===== config.mk =====
export PLATFORM = sky130hd
export DESIGN_NAME = shift_sequencer
export DESIGN_NICKNAME = d
export VERILOG_FILES = /design/src/rtl/shift_sequencer.sv
export SDC_FILE = /design/constraint.sdc
export NUM_CORES = 1
export LEC_CHECK = 0
export ABC_CLOCK_PERIOD_IN_PS = 2000
export CAP_MARGIN = 15
export CORE_AREA = 2 2 74 62
export CTS_BUF_LIST = sky130_fd_sc_hd__clkbuf_8
export DETAILED_ROUTE_END_ITERATION = 6
export DIE_AREA = 0 0 76 64
export PLACE_DENSITY = 0.75
export SYNTH_ARGS = -nofsm -noshare
export SYNTH_HDL_FRONTEND = slang
export SYNTH_SLANG_ARGS = --single-unit

===== constraint.sdc =====
create_clock -name clk -period 2 [get_ports clk]
set_clock_uncertainty 0.1 [all_clocks]
set_input_delay 0.4 -clock clk [delete_from_list [all_inputs] [get_ports clk]]
set_output_delay 0.4 -clock clk [all_outputs]
set_load 0.03 [all_outputs]

===== src/rtl/shift_sequencer.sv =====
// shift_sequencer: drives clear/load/shift commands to an external shift
// register for a programmable number of iterations, with a per-iteration
// completion timeout and an abort path. Every output is a register.
module shift_sequencer #(
    parameter int CNT_W    = 11,
    parameter int WAIT_MAX = 7
) (
    input  logic             clk,
    input  logic             rest,
    input  logic             start,
    input  logic [CNT_W-1:0] n_iter,
    input  logic             abort,
    input  logic             reg_done,
    output logic             reg_clrn,
    output logic             reg_load,
    output logic             reg_shift,
    output logic             busy,
    output logic             done,
    output logic             error,
    output logic [CNT_W-1:0] iter_idx
);

    localparam int WC_W = $clog2(WAIT_MAX + 1);

    typedef enum logic [2:0] {
        IDLE,
        CLEAR,
        LOAD,
        SHIFT,
        WAIT,
        FINISH
    } state_t;

    state_t            state, state_n;
    logic [CNT_W-1:0]  count, count_n;
    logic [CNT_W-1:0]  idx_n;
    logic [CNT_W-1:0]  idx_inc;
    logic [WC_W-1:0]   wcnt, wcnt_n;
    logic              clrn_n, load_n, shift_n, busy_n, done_n, error_n;

    assign idx_inc = iter_idx + 1'b1;

    // Next-state, counters and next-cycle output values.
    // Outputs are registered from the current state, so each command is seen
    // one cycle after its state; busy therefore lags IDLE by one cycle and a
    // start is only accepted once busy has dropped.
    always_comb begin
        state_n = state;
        count_n = count;
        idx_n   = iter_idx;
        wcnt_n  = wcnt;
        clrn_n  = 1'b1;
        load_n  = 1'b0;
        shift_n = 1'b0;
        busy_n  = (state != IDLE);
        done_n  = 1'b0;
        error_n = 1'b0;

        case (state)
            IDLE: begin
                if (start && !busy) begin
                    count_n = n_iter;
                    idx_n   = '0;
                    state_n = (n_iter == '0) ? FINISH : CLEAR;
                end
            end
            CLEAR: begin
                clrn_n  = 1'b0;
                state_n = LOAD;
            end
            LOAD: begin
                load_n  = 1'b1;
                state_n = SHIFT;
            end
            SHIFT: begin
                shift_n = 1'b1;
                wcnt_n  = '0;
                state_n = WAIT;
            end
            WAIT: begin
                if (reg_done) begin
                    if (iter_idx != count) begin
                        idx_n = idx_inc;
                    end
                    state_n = (idx_inc == count) ? FINISH : SHIFT;
                end else if (wcnt == WC_W'(WAIT_MAX - 1)) begin
                    error_n = 1'b1;
                    state_n = IDLE;
                end else begin
                    wcnt_n = wcnt + 1'b1;
                end
            end
            FINISH: begin
                done_n  = 1'b1;
                state_n = IDLE;
            end
            default: begin
                state_n = IDLE;
            end
        endcase

        // Abort overrides whatever the state decided this cycle.
        if (abort && (state != IDLE)) begin
            state_n = IDLE;
            count_n = count;
            idx_n   = iter_idx;
            wcnt_n  = wcnt;
            clrn_n  = 1'b1;
            load_n  = 1'b0;
            shift_n = 1'b0;
            done_n  = 1'b0;
            error_n = 1'b1;
        end
    end

    // State, counters and registered outputs; reset wins over everything.
    always_ff @(posedge clk) begin
        if (rest) begin
            state     <= IDLE;
            count     <= '0;
            iter_idx  <= '0;
            wcnt      <= '0;
            reg_clrn  <= 1'b0;
            reg_load  <= 1'b0;
            reg_shift <= 1'b0;
            busy      <= 1'b0;
            done      <= 1'b0;
            error     <= 1'b0;
        end else begin
            state     <= state_n;
            count     <= count_n;
            iter_idx  <= idx_n;
            wcnt      <= wcnt_n;
            reg_clrn  <= clrn_n;
            reg_load  <= load_n;
            reg_shift <= shift_n;
            busy      <= busy_n;
            done      <= done_n;
            error     <= error_n;
        end
    end

endmodule


==> reports/metrics.cfg <==
[status]
outcome=finished clean

[finish]
layout_common_cells=a21oi_1 (30), buf_4 (30), dfxtp_1 (27), clkdlybuf4s50_1 (27), nand2_1 (21)
fin_util_pct=64.7
fillCellCount=366
area_growth_pct=35.5
design_area_sq_um=2640
finalNetCount=321
seq_area_sq_um=702
layout-drive-gt1-share_pct=19.1
insertedDiodeCount=0
multi_input_comb_area_sq_um=1210

[power_and_ir_drop]
p_seq_share_pct=47.0
p_sw_share_pct=27.9
power_frac_comb_pct=18.7
irDropWorstVdd_mv=0.381
p_switching_mw=0.425
power.internal_mw=1.10
share_clk_of_total_power_pct=34.3
power.leakage_nw=1.05
powerDensity_nw_per_um2=578

[setup_path]
cp.required_ns=1.50
critPathMaxFanout=6
critical_path_arrival_ns=1.46
r2r-start=iter_idx[4]
timing_worst_setup_path_type=reg2out
worstSetupStartpointType=register
critical_path_capture_point_type=output port
worstSetupStartpoint=iter_idx[3]

[clock_network]
worstSkewPairLatency_ns=0.29
post_cts_hold_buffer_count=0
cts-htree-levels=2
number_of_buffers_created_by_cts=5
cts-root-buf=clkbuf_8
tritoncts_clock_tree=built
cts_num_sinks=34
clockBufferDepth=2
cts.reportedPaths.clkPinSlew_ns=0.07

[grt]
grt_max_degree=18
first_global_vias=1723
grt_antenna_before_repair=0
grtUsageTotal_pct=21.3
grt_pass1_wl_um=8280
overflow=0

[synth]
number_of_register_bits_inferred_by_synthesis=34
synth_enable_flop_cells=0
count_of_synthesis_stage_warnings_from_yosys=0
post_synth_instance_area_sq_um=1950
synth_sequential_area_ratio_pct=35.0
synth-main-ff-cell=dfxtp_1
syn-mean-instance-area_sq_um=7.72
post_synth_inst_count=252
post-synth-top-area-cell=dfxtp_1
synth-async-reset-ratio_pct=0
yosysTopAreaCellShare_pct=35.0
synth_nets=271
yosysUniqueCellTypes=47
post_synth_main_area_contributors=dfxtp_1 (35%), a21oi_1 (7.7%), nand3_1 (5.7%)

[timing]
post-route-period-util_pct=98.0
timing.max_slew.rel_slack_pct=78.2
worst_slew_pin_slew_ns=0.327
final_max_slew_viol_count=0
layout_min_cycle_time_ns=1.96
final_setup_viols=0
max_fclk_mhz=510
final_hold_viol_count=0

[die]
ioPinCount=33
fp.coreArea_sq_um=4070
floorplan.initialDensity_pct=47.8
placementRows=21
floorplan.die.width_um=76
dieHeight_um=64
floorplan.die_area_sq_um=4860

[run]
timing.max_cap.violations=0

[placement]
finalWeightedCongestion=0.891
hpwlAfterDp_um=3870
io_buffers=32
detailed_place.area_sq_um=2470

[detailed_routing]
route.detailed.vias_per_inst=5.63
drt-pass1-iter-count=4
drt_wl_total_um=5080
ant_nets=0
mean_routed_wirelength_per_cell_um=14.1
drc=0
vias=2027
drtIter0Drc=168

[worst_hold_path]
hold_path.class=reg2reg
hp-start=count[3]

[area by class of cell]
class	count	area share [%]
clock buffers	6	3.13
clock inverters	2	0.332
inverters	4	0.570
multi-input cells	195	45.8
flip-flops and latches	34	26.6
well taps	57	2.71
repair buffers	62	20.9
[synth_stat cells, types with 2 or more instances]
library cell / n
nor2_1: 20
o21ai_0: 5
or3_1: 6
inv_1: 4
nand2_1: 21
nor4_1: 5
xnor2_1: 9
and3_1: 7
and2_1: 2
nand4_1: 4
a21oi_1: 30
buf_4: 2
nand3_1: 22
or4_1: 2
ha_1: 3
buf_1: 2
buf_2: 6
nor2b_1: 2
a21o_1: 2
clkbuf_1: 9
xor2_1: 12
o21ai_1: 5
nor3_1: 9
a31oi_1: 6
a211oi_1: 2
dfxtp_1: 34
[metal layers]
layer / GRT usage (%) / wire length [um]
met1: 31.0 / 2450
met2: 31.0 / 2200
met3: 4.24 / 337
met4: 7.95 / 97
met5: 0 / 0
[worst max-delay path, cell delays in order (launching register included)]
cell and delay [ns]:
dfxtp_4 0.36, buf_4 0.14, clkdlybuf4s50_1 0.67
[power by group through the flow]
stage | Combinational [mW] | Clock, mW | Sequential [mW]
after floorplan | 0.145 | 0 | 0.751
after global placement | 0.274 | 0 | 0.731
after detailed placement | 0.278 | 0 | 0.733
after CTS | 0.279 | 0.528 | 0.717
after global routing | 0.313 | 0.555 | 0.720
final | 0.285 | 0.522 | 0.716
[timing repair]
action / in CTS / in global routing
buffers inserted: 0 / 3
resized for setup: 4 / 11
setup endpoints to repair: 3 / 14
gates cloned: 0 / 0
pin swaps: 0 / 3
[path summary, 6_finish.rpt]
kind,to,slack [ns],depth (start not counted)
worst max register to register,state[1],0.08,6
worst min register to register,count[3],0.37,2
worst max-delay path,iter_idx[3],0.04,2
worst min-delay path,count[3],0.37,2
[metrics by stage]
step                      TNS [ns]  setup slack (ns)  hold WS, ns  total power, mW  cells
final                            0            0.0408        0.375             1.52    360
after global routing      -0.00669          -0.00669        0.395             1.59    360
after CTS                        0           0.00707        0.373             1.52    357
after detailed placement    -0.750            -0.198        0.364             1.01    349
after global placement      -0.676            -0.187        0.360             1.01    349
after floorplan                  0           0.00662        0.348            0.896    252
[state kept, by name, indices dropped and copies added, names as in the netlist]
| register | cells |
|---|---|
| reg_shift | 1 |
| reg_clrn | 1 |
| wcnt | 3 |
| state | 3 |
| count | 11 |
| iter_idx | 11 |
| reg_load | 1 |
| error | 1 |
| done | 1 |
| busy | 1 |
[cell families (layout without fill, tap and decap cells)]
logic type | after synthesis | count (layout) | synth area share (%)
buf+inv | 23 | 74 | 5.21
compound gates | 58 | 58 | 17.3
xor+xnor | 21 | 21 | 9.45
simple gates | 113 | 113 | 31.1
flops | 34 | 34 | 35.0
fa+ha+maj | 3 | 3 | 1.93
No activity file was read; power rests on OpenSTA's default activity.
==> variant 1: new RTL, same flow settings <==
`WAIT_MAX`: 7 -> 14.
--- a/src/rtl/shift_sequencer.sv
+++ b/src/rtl/shift_sequencer.sv
@@ -3,7 +3,7 @@
 // completion timeout and an abort path. Every output is a register.
 module shift_sequencer #(
     parameter int CNT_W    = 11,
-    parameter int WAIT_MAX = 7
+    parameter int WAIT_MAX = 14
 ) (
     input  logic             clk,
     input  logic             rest,
Formal check against the unedited RTL: no difference found for any inputs over 10 cycles, from zero or initial values; that may be too few to reach the edited logic, so the function may still have changed.
==> variant 1 against the unedited design <==
Power rose by 21%. Area after synthesis barely moved. Critical path type is now reg2reg. Global-route usage rose by 2.9 points. Design area rose by 12%. Setup slack got worse by 0.028 ns. Count of clock-buffer cells in the layout fell by 1. Sequential cell count rose by 1. Synthesized cell count rose by 1.6%. Routed wire length rose by 17%. Highest routed layer unchanged.
==> variant 1: results (changes against the unedited design) <==
Critical path
  – CP max stage delay: 0.42 ns (-0.25 ns)
  – R2R cell count: 5 (-1)
  – Critical setup path kind: reg2reg
  – RR Endpoint: wcnt[3]
  – Slowest-stage cell, CP: or4_1
  – Largest fanout on the critical path: 4 (-2)
  – Crit path DAT: 2.12 ns (+0.66 ns)

Place
  – GP Congestion: 0.9808 (+10%)
  – Placed Area: 2603 um2 (+5.2%)
  – Place WS: -0.3341 ns (-0.1358 ns)
  – Hpwl dp: 3929 um (+1.6%)
  – Placed insts: 362 (+3.7%)

Drt
  – Number of DRC markers in iteration 0: 95 (-43%)
  – Vias post-DR: 2134 (+5.3%)
  – Via density: 5.646 (+0.27%)
  – Final WL: 5944 um (+17%)

Synth
  – Synth cell types: 42 (-11%)
  – Sequential area share after synthesis: 36.04% (+1.1 points)
  – Post-Synth Adder-Cell Area: 1.931% (about the same)
  – Synth Area in Compound Gates: 16.22% (-1.1 points)
  – Multiplexer share of the synthesized area: 0.5148% (+0.51 points)
  – Synthesized net count: 275 (+1.5%)

Clock network
  – Post-CTS Setup Inserts: 3 (+3)
  – Clock Sink Count: 35 (+2.9%)
  – Post-cts gate resize count: 10 (+6)

Power and ir drop
  – Sequential power: 794 uW (+11%)
  – VDD IR-drop max: 0.4940 mV (+30%)
  – Clock share of power: 26.4% (-7.9 points)
  – Pleak: 1.155 nW (+10%)
  – Switching Fraction: 33.12% (+5.2 points)

GRT
  – Number of global-route vias before repair: 2015 (+17%)
  – First-pass GRT wire length: 9321 um (+13%)

Finish
  – Reg area: 732.0 um2 (+4.3%)
  – Fin util: 72.32% (+7.6 points)
  – Clk_buf instances: 5 (-1)
  – Largest regs: count x11, iter_idx x11, wcnt x4
  – Inverters excl. clock: 6 (+2)
  – Clk tree area frac: 2.719% (-0.75 points)
  – Layout cells sized above 1: 28.66% (+9.5 points)
  – Design area: 2945 um2 (+12%)

Status
  – Status: completed

STA
  – Max_slew headroom: 70.04% (-8.1 points)
  – Period minus WS final: 1.987 ns (+0.02774 ns)
variant 1: cell count changes after synthesis, moves of 4 or more:
cell      before  now
a31oi_1        6    2
and3_1         7    3
buf_2          6    2
clkbuf_1       9   15
nand2_1       21   33
nand3_1       22    8
nor3_1         9   14
o21ai_0        5   13
o21ai_1        5    0
xnor2_1        9   15
xor2_1        12    7
variant 1: kinds of logic (layout without fill, tap and decap cells):
| group | Yosys count | in the layout |
|---|---|---|
| AOI/OAI and AO/OA | 56 | 56 |
| buffers and inverters | 24 | 89 |
| xor gates and xnor gates | 22 | 22 |
| adders and majority gates | 3 | 3 |
| and+or+nand+nor | 115 | 115 |
| muxes | 1 | 1 |
| DFF | 35 | 35 |
variant 1: per-layer routing:
layer | routed length [um] | vias up | global-route usage, % | share of wire [%]
li1 | - | 1026 | - | -
met1 | 2538 | 1020 | 31.49 | 43
met2 | 2835 | 77 | 39.51 | 48
met3 | 490 | 11 | 4.661 | 8.2
met4 | 79 | 0 | 10.00 | 1.3
met5 | 0 | - | 0 | 0
==> variant 2: new RTL, same settings <==
Made on the original files. Re-encode `state_t` (6 states) as Gray code, 3 bits wide.
--- a/src/rtl/shift_sequencer.sv
+++ b/src/rtl/shift_sequencer.sv
@@ -23,12 +23,12 @@
     localparam int WC_W = $clog2(WAIT_MAX + 1);
 
     typedef enum logic [2:0] {
-        IDLE,
-        CLEAR,
-        LOAD,
-        SHIFT,
-        WAIT,
-        FINISH
+        IDLE   = 3'b000,
+        CLEAR  = 3'b001,
+        LOAD   = 3'b011,
+        SHIFT  = 3'b010,
+        WAIT   = 3'b110,
+        FINISH = 3'b111
     } state_t;
 
     state_t            state, state_n;
Check against the original RTL: no difference found for any inputs over 10 cycles, from zero or initial values; not proved beyond that.
==> variant 2 against the unedited design <==
Utilization grew 5.9 points. Setup slack improved by 0.0078 ns. Design area is 9.1% higher. Routed wire length up 11%. Register-to-register slack got worse by 0.02 ns. Synthesized cell count unchanged. Sequential cell count is the same. Die area is the same. Non-clock buffer count up 16. Area after synthesis grew 3.7%. Maximum frequency increased by 0.40%. Critical path type unchanged.
Power is not compared: it rests on default switching activity, and its combinational part moved more than twofold at a synthesized area within 25%.
==> variant 2: results (changes against the unedited design) <==
Status
  – Status: completed

Synth
  – Async SR Flop Fraction: 0% (unchanged)
  – Mapped Avg Cell Area: 8.004 um2 (+3.7%)
  – Sequential area share after synthesis: 33.75% (-1.2 points)
  – Synth top cells by count: dfxtp_1, nand2_1, a21oi_1
  – Synth cell types: 57 (+21%)
  – Synthesized net count: 271 (unchanged)
  – Synth area leaders: dfxtp_1, a21oi_1, nand2_1, xnor2_1, nor2_1

GRT
  – Total track usage: 23.79% (+2.5 points)
  – Largest net degree at the start of global routing: 28 (+10)
  – Number of global-route vias before repair: 1974 (+15%)
  – Initial antenna violation count: 0 (unchanged)
  – First-pass GRT wire length: 9183 um (+11%)

STA
  – Actual slew at the worst max-slew pin: 0.4944 ns (+0.1672 ns)
  – Finish-stage setup viols: 0 (unchanged)

Place
  – Placed insts: 366 (+4.9%)
  – GP Congestion: 0.9536 (+7.0%)
  – Port Buffers: 32 (unchanged)
  – Placed Area: 2661 um2 (+7.6%)
  – Hpwl dp: 4072 um (+5.3%)

Critical path
  – RR Startpoint: state[0]
  – Crit path DAT: 1.45 ns
  – Worst setup startpoint: iter_idx[0]
  – CP max stage delay: 0.66 ns

Drt
  – DR WL/cell: 14.98 um (+6.2%)
  – Routed length on met1: 2661 um (+8.8%)
  – Final WL: 5634 um (+11%)
  – Metal3 WL: 386 um (+15%)
  – Met2 WL: 2460 um (+12%)
  – Number of DRC markers in iteration 0: 215 (+28%)
  – Drt first pass iters: 4 (unchanged)
  – Via density: 5.598 (-0.57%)

Min path
  – Worst hold path type: reg2reg
  – Min-delay src: count[0]

Finish
  – Fill cells: 331 (-9.6%)
  – Layout cells sized above 1: 27.59% (+8.4 points)
  – Nets@finish: 337 (+5.0%)
  – Reg area: 693.2 um2 (-1.2%)
variant 2: layout make-up:
cell class / instances / share of cell area, %
flip-flops and latches: 34 / 24.11
multi-input cells: 191 / 44.13
well taps: 57 / 2.480
inverters: 8 / 1.044
clock buffers: 5 / 2.393
clock inverters: 3 / 2.393
repair buffers: 78 / 23.46
variant 2: stage by stage:
stage                     TNS [ns]  worst slack (ns)  power (mW)
final                            0           0.04865       2.142
after global routing       -0.1022          -0.03060       2.245
after CTS                        0          0.007562       2.118
after detailed placement    -1.979           -0.2421       1.346
after global placement      -1.981           -0.2495       1.336
after floorplan                  0           0.01194       1.127
variant 2: metal layers:
layer / vias up / GRT usage [%]
met4: 0 / 10.00
met2: 70 / 36.27
met5: - / 0
met3: 13 / 4.944
li1: 1046 / -
met1: 976 / 32.87
variant 2: what timing repair did:
| item | in CTS | in global routing |
|---|---|---|
| setup endpoints to repair | 11 | 13 |
| gates cloned | 0 | 0 |
| pin swaps | 1 | 5 |
| buffers inserted | 1 | 1 |
| gates resized for setup | 5 | 18 |
| endpoints found under the hold margin | 0 | 0 |
variant 2: worst reg2reg max path, stage by stage, from the launching register on:
cell     delay [ns]
dfxtp_2        0.33
and3b_2        0.27
nand4_1        0.18
o31ai_4        0.50
buf_6          0.19
a21oi_2        0.04
o32ai_2        0.25
variant 2: cells by family after synthesis:
family	synth area share (%)
flip-flops	33.75
XOR/XNOR	7.321
multiplexers	0.4963
AO/OA/AOI/OAI	20.16
AND/OR/NAND/NOR	30.34
adder cells (fa/ha/maj)	1.861
buffers and inverters	6.079
variant 2: path summary, 6_finish.rpt:
path / slack [ns] / depth (start not counted) / end
max: 0.05 / 2 / iter_idx[0]
min: 0.37 / 2 / count[0]
max reg2reg: 0.06 / 6 / iter_idx[9]
min reg2reg: 0.37 / 2 / count[0]
variant 2: power by group through the flow:
| stage | registers [mW] | logic (mW) | clock network, mW |
|---|---|---|---|
| 4_1_cts | 0.763 | 0.581 | 0.774 |
| 3_5_place_dp | 0.779 | 0.568 | 0 |
| 6_report | 0.766 | 0.608 | 0.767 |
| 2_1_floorplan | 0.795 | 0.331 | 0 |
| 5_1_grt | 0.773 | 0.664 | 0.808 |
| 3_3_place_gp | 0.775 | 0.561 | 0 |
